[src/rtl/intersection_pkg.sv]
// Shared types and sizing helpers for the intersection controller.
package intersection_pkg;

  typedef enum logic [2:0] {
    ALL_RED   = 3'd0,
    GREEN     = 3'd1,
    YELLOW    = 3'd2,
    WALK      = 3'd3,
    EMERGENCY = 3'd4
  } state_t;

  function automatic int max_of(input int a, input int b);
    return (a > b) ? a : b;
  endfunction

  // Counter width able to hold any duration value up to max_val.
  function automatic int cnt_width(input int max_val);
    return (max_val < 1) ? 1 : $clog2(max_val + 1);
  endfunction

endpackage

[src/rtl/intersection_controller_phase_timer.sv]
// Elapsed-cycle counter for the current phase; done marks the last cycle of the phase.
module phase_timer #(
  parameter int CW = 4
) (
  input  logic          clk,
  input  logic          rst_n,
  input  logic          clear,
  input  logic [CW-1:0] duration,
  output logic          done,
  output logic [CW-1:0] count
);

  assign done = (count == duration - CW'(1));

  always_ff @(posedge clk or negedge rst_n) begin
    if (!rst_n) begin
      count <= '0;
    end else if (clear) begin
      count <= '0;
    end else if (!done) begin
      count <= count + CW'(1);
    end
  end

endmodule

[src/rtl/intersection_controller.sv]
// Round-robin intersection controller with exclusive pedestrian phase and emergency override.
// Optional macro INTERSECTION_EARLY_PED_EN: end GREEN early once MIN_GREEN_CYCLES have elapsed with a pending walk.
module intersection_controller
  import intersection_pkg::*;
#(
  parameter int NUM_APPROACHES   = 4,
  parameter int GREEN_CYCLES     = 30,
  parameter int YELLOW_CYCLES    = 5,
  parameter int ALLRED_CYCLES    = 2,
  parameter int WALK_CYCLES      = 5,
  parameter int MIN_GREEN_CYCLES = 10
) (
  input  logic                              clk,
  input  logic                              rst_n,
  input  logic                              emergency,
  input  logic [NUM_APPROACHES-1:0]         ped_request,
  output logic [NUM_APPROACHES-1:0]         red,
  output logic [NUM_APPROACHES-1:0]         yellow,
  output logic [NUM_APPROACHES-1:0]         green,
  output logic [NUM_APPROACHES-1:0]         walk,
  output logic [NUM_APPROACHES-1:0]         dont_walk,
  output logic [$clog2(NUM_APPROACHES)-1:0] active_approach
);

  localparam int MAX_DUR = max_of(max_of(GREEN_CYCLES, YELLOW_CYCLES),
                                  max_of(ALLRED_CYCLES, WALK_CYCLES));
  localparam int CW = cnt_width(MAX_DUR);
  localparam int IW = $clog2(NUM_APPROACHES);

  if (NUM_APPROACHES < 2 || NUM_APPROACHES > 8) begin : g_bad_num
    $error("NUM_APPROACHES must be 2..8");
  end
  if (MIN_GREEN_CYCLES < 1 || MIN_GREEN_CYCLES > GREEN_CYCLES) begin : g_bad_min
    $error("MIN_GREEN_CYCLES must be 1..GREEN_CYCLES");
  end

  state_t                    state;
  state_t                    next_state;
  logic [IW-1:0]             idx;
  logic [NUM_APPROACHES-1:0] ped_pending;
  logic [NUM_APPROACHES-1:0] walk_mask;
  logic                      walk_served;
  logic [CW-1:0]             duration;
  logic [CW-1:0]             count;
  logic                      done;
  logic                      clear;
  logic                      green_end;

  logic walk_enter;
  logic walk_exit;
  logic walk_abort;
  logic green_enter;
  logic yellow_exit;

  assign walk_enter  = (state == ALL_RED) && (next_state == WALK);
  assign walk_exit   = (state == WALK) && (next_state == ALL_RED);
  assign walk_abort  = (state == WALK) && (next_state == EMERGENCY);
  assign green_enter = (state == ALL_RED) && (next_state == GREEN);
  assign yellow_exit = (state == YELLOW) && (next_state == ALL_RED);

  // The counter restarts on every state entry and is pinned at zero during EMERGENCY.
  assign clear = (next_state != state) || (state == EMERGENCY);

  always_comb begin
    duration = CW'(1);
    case (state)
      ALL_RED: duration = CW'(ALLRED_CYCLES);
      GREEN:   duration = CW'(GREEN_CYCLES);
      YELLOW:  duration = CW'(YELLOW_CYCLES);
      WALK:    duration = CW'(WALK_CYCLES);
      default: duration = CW'(1);
    endcase
  end

  phase_timer #(
    .CW(CW)
  ) u_timer (
    .clk     (clk),
    .rst_n   (rst_n),
    .clear   (clear),
    .duration(duration),
    .done    (done),
    .count   (count)
  );

`ifdef INTERSECTION_EARLY_PED_EN
  assign green_end = done || ((|ped_pending) && ((int'(count) + 1) >= MIN_GREEN_CYCLES));
`else
  assign green_end = done;
`endif

  always_ff @(posedge clk or negedge rst_n) begin
    if (!rst_n) begin
      state <= ALL_RED;
    end else begin
      state <= next_state;
    end
  end

  always_comb begin
    next_state = state;
    if (emergency) begin
      next_state = EMERGENCY;
    end else begin
      case (state)
        ALL_RED:   if (done) next_state = ((|ped_pending) && !walk_served) ? WALK : GREEN;
        GREEN:     if (green_end) next_state = YELLOW;
        YELLOW:    if (done) next_state = ALL_RED;
        WALK:      if (done) next_state = ALL_RED;
        EMERGENCY: next_state = ALL_RED;
        default:   next_state = ALL_RED;
      endcase
    end
  end

  // New requests always latch, so a request in the WALK entry cycle survives the clear.
  always_ff @(posedge clk or negedge rst_n) begin
    if (!rst_n) begin
      idx         <= '0;
      ped_pending <= '0;
      walk_mask   <= '0;
      walk_served <= 1'b0;
    end else begin
      if (walk_enter) begin
        walk_mask   <= ped_pending;
        ped_pending <= ped_request;
      end else if (walk_abort) begin
        walk_mask   <= '0;
        ped_pending <= ped_pending | walk_mask | ped_request;
      end else begin
        ped_pending <= ped_pending | ped_request;
      end

      if (walk_exit) begin
        walk_served <= 1'b1;
      end else if (walk_abort || green_enter) begin
        walk_served <= 1'b0;
      end

      if (yellow_exit) begin
        idx <= (idx == IW'(NUM_APPROACHES - 1)) ? '0 : idx + IW'(1);
      end
    end
  end

  always_comb begin
    red    = '1;
    yellow = '0;
    green  = '0;
    walk   = '0;
    case (state)
      GREEN: begin
        green[idx] = 1'b1;
        red[idx]   = 1'b0;
      end
      YELLOW: begin
        yellow[idx] = 1'b1;
        red[idx]    = 1'b0;
      end
      WALK:    walk = walk_mask;
      default: ;
    endcase
  end

  assign dont_walk       = ~walk;
  assign active_approach = idx;

endmodule

[config.mk]
export PLATFORM = sky130hd
export DESIGN_NAME = intersection_controller
export DESIGN_NICKNAME = d
export VERILOG_FILES = /design/src/rtl/intersection_pkg.sv /design/src/rtl/intersection_controller_phase_timer.sv /design/src/rtl/intersection_controller.sv
export SDC_FILE = /design/constraint.sdc
export NUM_CORES = 1
export LEC_CHECK = 0
export BUFFER_PORTS_ARGS = -buffer_cell sky130_fd_sc_hd__buf_2
export CORE_ASPECT_RATIO = 1.5
export CORE_MARGIN = 8
export CORE_UTILIZATION = 56
export CTS_CLUSTER_DIAMETER = 80
export CTS_CLUSTER_SIZE = 16
export DETAILED_ROUTE_END_ITERATION = 6
export PLACE_DENSITY = 0.86
export RECOVER_POWER = 100
export SLEW_MARGIN = 20
export SYNTH_ARGS = -nofsm -noshare
export SYNTH_HDL_FRONTEND = slang
export SYNTH_SLANG_ARGS = --single-unit
[constraint.sdc]
create_clock -name clk -period 3.9 [get_ports clk]
set_input_delay 0.78 -clock clk [delete_from_list [all_inputs] [get_ports clk]]
set_output_delay 0.78 -clock clk [all_outputs]
set_load 0.005 [all_outputs]
# Word level (Yosys, flattened, before mapping)
# Cells that the tools add are included.
op_classes:
  add_sub_neg: 3
  n_mul: 0
  div: 0
  n_lt_le_gt_ge: 2
  eq_ne: 11
  shift: 0
  n_mux: 22
  bitwise_logic: 5
  n_reduce_logical: 17
ops:
  columns: ["cell", "n"]
  rows:
  - ["$mux W4", 8]
  - ["$pmux W5 S3", 1]
  - ["$mux W3", 4]
  - ["$or A4 B4 Y4", 3]
  - ["$mux W5", 2]
  - ["$eq A3 B2 Y1 const B", 3]
  - ["$pmux W3 S3", 1]
  - ["$not A4 Y4", 2]
  - ["$logic_and A1 B1 Y1", 7]
  - ["$eq A3 B1 Y1 const B", 2]
  - ["$eq A3 B3 Y1 const B", 2]
  - ["$logic_not A3 Y1", 2]
  - ["$add A5 B1 Y5 const B", 1]
  - ["$eq A5 B5 Y1", 1]
  - ["$sub A5 B1 Y5 const B", 1]
  - ["$mux W2", 2]
  - ["$reduce_bool A2 Y1", 2]
  - ["$reduce_or A2 Y1", 2]
  - ["$reduce_or A4 Y1", 1]
  - ["$lt A2 B3 Y1 const B", 1]
  - ["$mux W1", 3]
  - ["$ne A3 B3 Y1", 1]
  - ["$add A2 B1 Y2 const B", 1]
  - ["$demux W1 S2", 1]
  - ["5 further kinds", 6]
word_totals:
  ff_bits: 19
  latchBits: 0
  ram_bits: 0
  rom_bits: 0
  inputBits: 7
  out_inout_bits: 22
  elab_cells: 66
  mem_count: 0

# Longest topological paths before layout
# Gate-level depths: netlist (run 1).
logic_depth:
  word_depth: 13
  ltp_mapped: 6
  depth_no_buf: 4

# By module
# From an unflattened synthesis (run 1), not the netlist that was laid out.
hier_totals:
  cells_unflattened: 140
  hier_area_um2: 1300.0
by_module_without_submodules:
  columns: ["mod", "n_inst", "cells_each", "area_per_inst_um2", "seq_area_each_um2"]
  rows:
  - ["intersection_controller", 1, 93, 877.1, 350.3]
  - ["phase_timer", 1, 47, 422.9, 125.1]

# Worst setup path before layout (run 1)
# OpenSTA, ideal clock, no wires.
synth_timing:
  kind: "input port to flip-flop"
  startpoint: "input port emergency"
  endpoint: "register walk_mask[0]"
  setup_time_ns: 0.131
  arrival_ns: 1.835
  t_required_ns: 3.769
  slack_ns: 1.934
  stages: 4
  path_buffers: 0
  path_cell_list: "or4_4 nor4_4 o2111ai_4 mux2i_1"
synth_between:
  elab_chain_len: 4
  word_cells_on_any_way: 7
  cone_classes: "eq/ne (2); mux (2); reduce/logical (3)"
synth_rtl:
  columns: ["item", "line_no", "rtl"]
  rows:
  - ["start: declaration", "intersection_controller.sv:15", "input logic emergency,"]
  - ["$mux W3 *", "intersection_controller.sv:102", "if (emergency) begin"]
  - ["$eq A3 B2 Y1 or $eq A3 B3 Y1 (tied branches)", "intersection_controller.sv:55, intersection_controller.sv:57", null]
  - ["$logic_and A1 B1 Y1 (on tied branches)", "intersection_controller.sv:55, intersection_controller.sv:57", null]
  - ["$mux W4 or $reduce_bool A2 Y1 (tied branches)", null, null]
  - ["end signal: assignment", "intersection_controller.sv:125", "walk_mask <= ped_pending;"]
  - ["end: declaration", "intersection_controller.sv:41", "logic [NUM_APPROACHES-1:0] walk_mask;"]
# Mark *: on every way between the ends. The rest lies on a longest branch, timed or not.
# A chain may end at the register's enable or synchronous reset.

# Final worst setup path (run 1)
layout_timing:
  startpoint: "register state[2]"
  endpoint: "output port yellow[1]"
layout_between:
  elab_chain_len: 2
layout_rtl:
  columns: ["item", "line_no", "rtl"]
  rows:
  - ["start: declaration", "intersection_controller.sv:37", "state_t state;"]
  - ["start signal: assignment", "intersection_controller.sv:96", "state <= next_state;"]
  - ["$eq A3 B2 Y1", "intersection_controller.sv:151", "case (state)"]
  - ["$mux W4", "intersection_controller.sv:151", null]
  - ["end: declaration", "intersection_controller.sv:18", "output logic [NUM_APPROACHES-1:0] yellow,"]
# No other way between the ends.

==> results of run 1 <==
[Yosys cell counts, types with 2 or more instances]
master,number
sky130_fd_sc_hd__mux2i_1,7
sky130_fd_sc_hd__nand3_1,2
sky130_fd_sc_hd__a21oi_1,4
sky130_fd_sc_hd__ha_1,5
sky130_fd_sc_hd__and2_1,5
sky130_fd_sc_hd__nor2b_1,2
sky130_fd_sc_hd__o21bai_1,4
sky130_fd_sc_hd__dfrtp_1,19
sky130_fd_sc_hd__xnor2_1,2
sky130_fd_sc_hd__xor2_1,2
sky130_fd_sc_hd__and3_1,5
sky130_fd_sc_hd__mux2_1,2
sky130_fd_sc_hd__clkbuf_1,2
sky130_fd_sc_hd__nor2_1,7
sky130_fd_sc_hd__inv_1,10
sky130_fd_sc_hd__buf_2,2
sky130_fd_sc_hd__nor3_1,5
sky130_fd_sc_hd__nand2_1,16
[state kept, by name (all words and copies together) (netlist names)]
signal,cells
active_approach,2
walk_served,1
ped_pending,4
u_timer.count,5
walk_mask,4
state,3
[tightest hold or removal path, cell delays in order, from the launching register on]
cell and delay, ns:
sky130_fd_sc_hd__dfrtp_1 0.41, sky130_fd_sc_hd__inv_1 0.06, sky130_fd_sc_hd__mux2i_1 0.06
[routing by layer]
layer	vias up	part of all wire	global-route usage
met5	-	0	0
met4	0	0.011	0.04789
met3	4	0.088	0.02449
met2	37	0.53	0.2367
met1	472	0.37	0.1566
li1	483	-	-
[worst min path at each step]
stage	start	end	slack [ns]	depth (start not counted)
4_1_cts	rst_n	ped_pending[2]$_DFF_PN0_	0.41	1
3_3_place_gp	ped_pending[1]$_DFF_PN0_	walk_mask[1]$_DFFE_PN0P_	0.51	2
6_report	ped_pending[0]$_DFF_PN0_	walk_mask[0]$_DFFE_PN0P_	0.56	2
2_1_floorplan	rst_n	active_approach[0]$_DFFE_PN0P_	0.48	0
3_5_place_dp	ped_pending[0]$_DFF_PN0_	walk_mask[0]$_DFFE_PN0P_	0.55	2
5_1_grt	ped_pending[0]$_DFF_PN0_	walk_mask[0]$_DFFE_PN0P_	0.58	2
[cell type report]
class / count / area (sq um)
timing repair buffer: 28 / 126.4
tap: 22 / 27.53
clock inverter: 1 / 5.005
sequential: 19 / 475.5
clock buffer: 3 / 22.52
inverter: 11 / 41.29
multi-input combinational: 88 / 631.9
fill: 164 / 696.9
[kinds of logic after synthesis]
logic type | after synthesis | synth area share
muxes | 9 | 0.07700
xor gates and xnor gates | 4 | 0.02914
adders and majority gates | 5 | 0.05203
buffers and inverters | 16 | 0.05827
and+or+nand+nor | 50 | 0.2289
DFF | 19 | 0.3954
AOI/OAI and AO/OA | 20 | 0.1592
[power breakdown]
| part | switching, mW | internal (mW) | total [mW] |
|---|---|---|---|
| combinational | 0.0922 | 0.0792 | 0.171 |
| clock | 0.0590 | 0.0383 | 0.0972 |
| sequential | 0.0530 | 0.238 | 0.291 |
==> results.txt, run 1 <==
The mean instance size in the synthesized netlist came out at 9.776 sq um. The total overflow left after global routing is 0. The launching point of the worst reg2reg path is state[2]$_DFF_PN0_. The HPWL after detailed placement is between 2000 and 2500 um.

The required time reported for the critical path endpoint is 3.12 ns. The finished layout holds 172 standard cells, fillers aside. Counting the buffers created by CTS gives 3. Clock skew on the completed layout was measured at 0.002504 ns. The data arrival time of the critical path is around 1.7 ns. The worst register-to-register path ends at active_approach[0]$_DFFE_PN0P_. The worst relative slew slack came out at 0.2999. The count of synthesis-stage warnings from yosys is 0.

Synthesis instantiated 40 different standard cells from the library. The signal on the critical path passes through nor3b_1 -> and2_0 -> buf_2. In this run the power density over the cells is 420.6 mW/mm^2.

The final period utilization came out at 0.6226. The average wire per cell in the routed design is 15.49 um. In this run the standard cell core region covers just over 0.002 sq mm. Yosys attributes the largest share of cell area to sky130_fd_sc_hd__dfrtp_1, sky130_fd_sc_hd__mux2i_1, sky130_fd_sc_hd__ha_1, sky130_fd_sc_hd__nand2_1, sky130_fd_sc_hd__inv_1.

The total DRC errors in the routed layout is 0. The number of clock sinks came out at 19. The net count after synthesis came out at 135. The cell area reported after detailed placement is 0.001341 sq mm.

For the worst flop-to-flop path, the logic depth is 4. The detailed router finished its first iteration with 44 violations. The library cells used most frequently in the layout, excluding fill and tap cells, are sky130_fd_sc_hd__dfrtp_1, sky130_fd_sc_hd__buf_2, sky130_fd_sc_hd__nand2_1.

In this run the cell area of the synthesized design comes to between 0.001 and 0.0015 sq mm. The area growth from synthesis to layout is 10.61%. The end point of the critical path is yellow[1]. The final standard cell area without fillers is 0.001330 sq mm. For this run, the leading register cell type out of synthesis is sky130_fd_sc_hd__dfrtp_1. In this run the worst setup path begins at state[2]$_DFF_PN0_. The site row count came out at 20. The count of final max-slew check failures came out at 0. Leaving out fill and tap cells, the most frequent cell in the layout is sky130_fd_sc_hd__dfrtp_1.

The setup check on the worst reg-to-reg path leaves a slack of about 1.5 ns. The floorplan step set the die height to 72.75 um. In this run the post-CTS setup repair buffer count came out at 0. The die covers 0.003917 sq mm.

The critical path in this run is classified as register to output port. The net count reported at finish is approximately 160. After clock tree synthesis, the clock-pin slew on the worst setup and hold paths is about 0.10 ns. The starting density of the core is 0.5932. The via count of the first global-routing pass is approximately 1000.

Buffers placed on the I/O ports in this run total 28. The largest delay contributor family on the critical path is simple AND/OR/NAND/NOR gates. Routability-driven placement finished with a final weighted congestion of 0.9001.

The largest stage delay on the critical path came out at 0.56 ns. The routed design could run at a clock period as short as 2.428 ns. The clock tree root buffer cell is sky130_fd_sc_hd__clkbuf_4. The flow ran to the end, and the final reports show no timing, DRC or antenna violations. In this run the remaining antenna-violating nets after routing total 0. The tightest min-delay check is of the register to register type.

The total placed cells including tap cells is around 170. The total routing resource utilization after global routing came out at 0.1362. The highest clock rate came out at 0.4118 GHz.

The final hold violation count came out at 0. The maximum ir drop on the vdd rail came out at approximately 0.0003 V. The aggregate negative setup slack is 0 ns.

After detailed routing, the number of vias per cell comes to about 5.8. At the pin with the least slew margin, the transition time is 1.050 ns. The deepest clock path buffer count came out at 2.

The first global-routing pass estimated 4202 um of wire. The number of antenna violations at the first check in global routing is 0. The cell type with the largest total area after synthesis is sky130_fd_sc_hd__dfrtp_1.

After clock tree synthesis, the repair step resized 0 gates. The width of the die came out at 53.84 um. The pin count of the biggest net entering global routing is 20. In this run the number of cells on the critical path is 3. Across the run, the number of max-cap violations was 0. OpenSTA, run right after detailed placement, puts the worst setup slack at approximately 1.7 ns.

The critical path's slowest cell is sky130_fd_sc_hd__dfrtp_1. The area share of the leading cell type in the synthesized netlist is 0.3954. The final route contains 996 vias.

The utilization after layout came out at 0.6562. 29 I/O pins were placed. TritonCTS built the clock tree. The post-synthesis instance total is 123. The number of buffers and inverters on the critical path is 1. The worst-case hold slack is 0.5603 ns. The final-report setup violation count is 0. The clock reaches the later pin of the worst-skew pair after 0.30 ns. The register bit count reported by yosys came out at 19. STA classifies the critical path endpoint as an output port.

The detailed-routing iteration count for the pre-antenna-repair pass is 4. The overall power consumption came out at around 560 uW. The number of enable-type register cells in the synthesized netlist is 0. The count of hold buffers inserted by post-cts repair came out at 0. The H-tree depth came out at 1. The final layout contains routed wiring with a total length of between 2000 and 3000 um. For this run, the register share of the synthesized area comes to 0.3954.

The worst setup path is launched from a register. Setup repair after global routing left no endpoint under its margin. The maximum fanout count along the critical path came out at 13.

The post-layout worst setup margin is 1.472 ns. In this run the static leakage power is around 0.7 nW. The share of synthesized flip-flops with an asynchronous set or reset came out at 1.000.

The count of inserted antenna diode cells is 0. The share of post-route cells with drive strength above 1 is 0.1733.
No activity file was read; power rests on OpenSTA's default activity.
==> run 2, diff against run 1 <==
Settings changed: CORE_UTILIZATION 56 to 52, PLACE_DENSITY 0.86 to 0.81.
Clock period 3.9 ns to 2.3 ns, I/O delays scaled along.
==> run 2 against run 1 <==
First-iteration DRC count fell by 55%. Via count rose by 1.0%. Clock power increased by 78%. Global-route usage fell by 0.51 points. Non-clock buffer count unchanged. Count of clock-buffer cells in the layout is 1 higher. Wire length increased by 0.60%. Design area grew 0.38%. Sequential share of layout area is 0.13 points lower. Die area increased by 5.7%. Critical endpoint is now yellow[0]. Highest routed layer unchanged.
==> results.txt, run 2 (same netlist as run 1, synthesis figures left out) <==
TritonCTS built the clock tree. The die outline area is a little over 0.004 sq mm. Of the cells placed in the final design, the portion with a size suffix greater than 1 is 0.1400. At the later pin of the worst-skew pair, clock insertion delay measures approximately 0.3 ns.

The library cell used most frequently in the layout, excluding fill and tap cells, is sky130_fd_sc_hd__dfrtp_1. The post-cts repair resize count is 0. The count of final max-slew check failures is 0. The data arrival time of the critical path is 1.66 ns. The site row count came out at 21.

The vias per cell came out at about 5.8. The global-route wire length before repair came out at 4554 um. The largest stage delay on the critical path came out at between 0.5 and 0.6 ns. Data on the critical path is required at its endpoint by 1.84 ns. The maximum ir drop on the vdd rail came out at 0.0003895 V. The placer's final routability congestion estimate came out at 0.8694. The highest clock rate came out at approximately 0.47 GHz. Clock tree synthesis selected as its root buffer the cell sky130_fd_sc_hd__clkbuf_4. On the final layout, the worst clock skew is 0.0009860 ns.

Traced cell by cell, the critical path runs through nor3b_1 -> and2_0 -> buf_2. The largest registers in the layout are u_timer.count (5), ped_pending (4), walk_mask (4). The clock-pin slew on the worst setup and hold paths is 0.11 ns. The final-report setup violation count came out at 0. The number of DRC markers in iteration 0 is 20. The count of inserted antenna diode cells is 0. The average wire per cell in the routed design came out at 15.50 um. The worst-case hold slack is just under 0.3 ns. The worst setup path is launched from a register. Summed over all layers, the routed wires come to 2681 um.

The clock period could shrink to 2.122 ns. From synthesis to final layout, the design area changed by 11.03%. The core area is 0.002207 sq mm. The nature of the critical path endpoint is an output port. The via count is 1006.

The final period utilization came out at 0.9228. The height of the die is 74.90 um. The buffers inserted during post-CTS setup optimization came out at 0. The setup path with the least slack is of type register to output port. The total clock buffers created by CTS is 3. The longest clock path from root to sink contains 2 buffers.

Summed over all failing endpoints, the final setup total negative slack is 0 ns. For this design, the slowest cell found on the critical path is sky130_fd_sc_hd__dfrtp_1. The filler cell count in the final layout came out at between 200 and 250.

The leakage power summed over all cells came out at 0.6828 nW. In the global route stage, overall resource usage came out at 0.1312. The half-perimeter wire length after detailed placement is 2170 um. The total global routing overflow is 0. The register with the most flip-flops in the final layout is u_timer.count.

The register with the most flip-flops in the layout has 5 of them. After clock tree synthesis, the flow added hold-fix buffers numbering 0. Dividing total power by cell area gives a power density of 712.9 mW/mm^2.

The starting density of the core is 0.5448. The I/O pin count is 29. The via count of the first global-routing pass is 1056. The flow ran to the end, and the final reports show no timing, DRC or antenna violations. Entering global routing, the biggest net connects 20 pins. Setup repair after global routing left no endpoint under its margin. Across the run, the number of max-cap violations was 0. Along the worst path, the maximum fanout reaches 13.

The H-tree depth came out at 1. The worst hold path class is input pin to async pin. At the pin with the least slew margin, the transition time is 0.9971 ns.

The final hold violation count is 0. The overall power consumption is roughly 950 uW. The library cells used most frequently in the layout, excluding fill and tap cells, are sky130_fd_sc_hd__dfrtp_1, sky130_fd_sc_hd__clkbuf_1, sky130_fd_sc_hd__nand2_1. The register-to-register setup slack came out at approximately 0.22 ns. The width of the die came out at 55.26 um. The number of clock sinks is 19. The final layout contains between 150 and 200 nets. The worst relative slew slack is 0.3353.

The count of buffers inserted at the top-level ports is 28. Once detail routing completed, the nets flagged for antenna violations numbered 0. The pre-antenna-repair detailed-routing pass consisted of 4 iterations.

The number of antenna violations at the first check in global routing is 0. In the routed design, unresolved DRC markers number 0.
-- run 2: layout make-up --
class                      instances  area (sq um)  share of cell area
multi-input combinational         88         644.4              0.4827
sequential                        19         475.5              0.3561
timing repair buffer              28         118.9             0.08903
inverter                          11         41.29             0.03093
tap                               23         28.78             0.02156
clock buffer                       4         26.28             0.01968
-- run 2: stage by stage --
| step | setup WS (ns) | util | cell area (sq um) | instances |
|---|---|---|---|---|
| 3_5_place_dp | 0.3638 | 0.6083 | 1343 | 169 |
| 4_1_cts | 0.1935 | 0.6202 | 1369 | 173 |
| 2_1_floorplan | 0.5689 | - | 1202 | 123 |
| 3_3_place_gp | 0.4075 | 0.6083 | 1343 | 169 |
| 6_report | 0.1776 | 0.6049 | 1335 | 173 |
| 5_1_grt | 0.02122 | 0.6049 | 1335 | 173 |
-- run 2: worst paths after layout --
| path | startpoint | to | cells past startpoint |
|---|---|---|---|
| max | state[2]$_DFF_PN0_ | yellow[0] | 3 |
| min | rst_n | walk_mask[3]$_DFFE_PN0P_ | 1 |
| max reg2reg | state[2]$_DFF_PN0_ | ped_pending[3]$_DFF_PN0_ | 4 |
| min reg2reg | ped_pending[3]$_DFF_PN0_ | walk_mask[3]$_DFFE_PN0P_ | 2 |
| max in group asynchronous | rst_n | u_timer.count[3]$_DFFE_PN0P_ | 1 |
| min in group clk | ped_request[1] | ped_pending[1]$_DFF_PN0_ | 2 |
-- run 2: worst max-delay path: cells and delay by family, from the launching register on --
family	cells	cell delay, ns
buffers and inverters	1	0.11
DFF	1	0.55
and+or+nand+nor	2	0.70
-- run 2: per-layer routing --
layer	routed length [um]	track usage	up-vias
li1	-	-	481
met1	1079	0.1220	484
met2	1378	0.2500	34
met3	151	0.03035	7
met4	71	0.08791	0
met5	0	0	-
-- run 2: report_power, final --
part | switching [mW] | internal, mW | total [mW]
clock network | 0.105 | 0.0677 | 0.173
registers | 0.0859 | 0.403 | 0.489
logic | 0.156 | 0.133 | 0.289
total | 0.347 | 0.604 | 0.952
==> run 3, diff against run 2 <==
Settings changed: REMOVE_ABC_BUFFERS set to 1, SETUP_SLACK_MARGIN set to 0.1.
==> run 3 against run 2 <==
Global-route usage barely moved. Count of clock-buffer cells in the layout unchanged. Design area fell by 1.8%. First-iteration DRC count increased by 15%. Sequential share of layout area is 0.65 points higher. Non-clock buffer count unchanged. Utilization is 1.1 points lower. Flip-flop and latch count unchanged. Critical path type is now register to register. Largest power group unchanged.
==> results.txt, run 3 (same netlist as run 1, synthesis figures left out) <==
The flow ran to the end, and the final reports show no timing, DRC or antenna violations. TritonCTS built the clock tree. Clock skew on the completed layout was measured at 0.002996 ns. The startpoint-to-endpoint class of the critical path is register to register. The clock tree root buffer cell is sky130_fd_sc_hd__clkbuf_4.

The H-tree depth came out at 1. Of the cells placed in the final design, the portion with a size suffix greater than 1 is 0.1333. The startpoint type of the worst setup path is a register. The floorplan step set the die width to 55.26 um. The switching component of the power came out at 346.3 uW. Headroom to the max-slew limit came out at 0.3152. The area growth from synthesis to layout is 9.053%.

The clock-pin slew on the worst setup and hold paths came out at 0.11 ns. The net count reported at finish is 163. The average wire per cell in the routed design came out at between 15 and 20 um.

In the final layout, the registers with the most flip-flops are u_timer.count (5), ped_pending (4), walk_mask (4). The total routing resource utilization after global routing came out at 0.1310. The aggregate negative setup slack is 0 ns. Counting I/O delays and the setup requirement, the final critical path takes between 2 and 2.5 ns. The worst-margin pin slew came out at 1.027 ns. The buffers inserted during post-CTS setup optimization is 0. The share of total power in sequential cells is 0.514. Across the run, the number of max-cap violations was 0. Of the total power, the share spent switching nets is 0.3647. The post-cts repair resize count came out at 0. Port buffering added 28 buffers. The remaining antenna violation count after routing came out at 0. The number of DRC markers in iteration 0 came out at 23. In the finished design, the share of the clock period the worst path needs comes to 0.9020. The clock passes through at most 2 buffers. The utilization after layout is 0.5941. Summed over all cells, the static leakage comes to 0.6741 nW.

The maximum fanout count along the critical path is 13. The highest clock rate came out at slightly below 0.5 GHz. The detailed-routing iteration count for the pre-antenna-repair pass is 4.

The number of antenna violations at the first check in global routing came to 0. The final-report setup violation count came out at 0. For this configuration, the core starts out at a cell density of 0.5448. The congestion estimate from routability-driven global placement came to 0.7914. The share of total power dissipated in combinational logic is 0.304. The initialized floorplan defines 21 standard-cell rows.

Data on the critical path is required at its endpoint by between 2 and 2.5 ns. The filler cell count in the final layout came out at 210. Power spread over the standard cell area amounts to 724.0 mW/mm^2. The via count of the first global-routing pass is 1046.

The first global-routing pass estimated between 4000 and 5000 um of wire. The maximum ir drop on the vdd rail is 0.0004481 V. The register with the most flip-flops in the layout has 5 of them.

The die outline area is 0.004139 sq mm. Counting flops per register, the top entry is u_timer.count. The total clock buffers created by CTS is 3.

The via count is 997. The vias per cell came out at around 5.8. Setup repair after global routing left no endpoint under its margin. The count of final max-slew check failures came out at 0.

For this run, design rule violations remaining after detail routing come to 0. The core area is around 0.0022 sq mm. The count of hold buffers inserted by post-cts repair came out at 0. The I/O pin count came out at 29. The total placed cells including tap cells came out at 169.

The final hold violation count came out at 0. STA classifies the critical path endpoint as a register. The min-delay analysis places its worst path in the category input pin to async pin.

The number of clock sinks came out at 19. The total global routing overflow is 0. The die is 74.90 um tall. The non-filler instance count after layout is 173. Detailed placement ended at an HPWL of ~2100 um. The pin count of the biggest net entering global routing is 20. The count of cells along the worst register-to-register path came out at 4. In the layout the commonest cells are sky130_fd_sc_hd__dfrtp_1, sky130_fd_sc_hd__clkbuf_1, sky130_fd_sc_hd__nand2_1. The worst-skew pair later-pin latency is about 0.30 ns. The data arrival time of the critical path came out at 2.24 ns.

After layout, the design draws a total of 949.4 uW. The internal power is 603.1 uW. The count of inserted antenna diode cells is 0. After detailed routing, the total wire length is 2740 um. The clock share of power is 0.182.
[run 3: final cells by class]
cell class / count / area [sq um] / share of cell area
inverter: 11 / 41.29 / 0.03149
timing repair buffer: 28 / 116.4 / 0.08874
multi-input combinational: 88 / 623.1 / 0.4752
sequential: 19 / 475.5 / 0.3626
tap: 23 / 28.78 / 0.02195
clock buffer: 4 / 26.28 / 0.02004
[run 3: worst paths after layout]
| check | start | endpoint | slack, ns |
|---|---|---|---|
| max in group asynchronous | rst_n | state[1]$_DFF_PN0_ | 1.39 |
| min in group clk | ped_request[2] | ped_pending[2]$_DFF_PN0_ | 0.34 |
| worst min register to register | ped_pending[2]$_DFF_PN0_ | walk_mask[2]$_DFFE_PN0P_ | 0.56 |
| worst max register to register | state[2]$_DFF_PN0_ | walk_mask[1]$_DFFE_PN0P_ | 0.23 |
| worst min-delay path | rst_n | ped_pending[2]$_DFF_PN0_ | 0.30 |
| worst max-delay path | state[2]$_DFF_PN0_ | walk_mask[1]$_DFFE_PN0P_ | 0.23 |
[run 3: worst max-delay path: stages (launching register included)]
cell and delay, ns:
sky130_fd_sc_hd__dfrtp_1 0.55, sky130_fd_sc_hd__or4_4 0.60, sky130_fd_sc_hd__nor4_2 0.21, sky130_fd_sc_hd__o2111ai_1 0.36, sky130_fd_sc_hd__mux2i_1 0.22
[run 3: power groups by stage]
stage	logic (mW)	clock network, mW	registers (mW)
after detailed placement	0.308	0	0.496
after global placement	0.292	0	0.490
final	0.289	0.172	0.488
after global routing	0.331	0.192	0.500
after floorplan	0.208	0	0.479
after CTS	0.310	0.172	0.488
[run 3: per-stage QoR]
step	instance area (sq um)	setup slack, ns	hold WS (ns)
after CTS	1369	0.1807	0.09277
final	1311	0.2254	0.3008
after global routing	1311	0.05723	0.3323
after global placement	1343	0.4113	0.4097
after detailed placement	1343	0.3867	0.4226
after floorplan	1174	0.5559	0.1644
[run 3: layer usage]
layer | GRT usage | part of all wire
met5 | 0 | 0
met4 | 0.07692 | 0.032
met3 | 0.04047 | 0.068
met2 | 0.2513 | 0.53
met1 | 0.1186 | 0.37
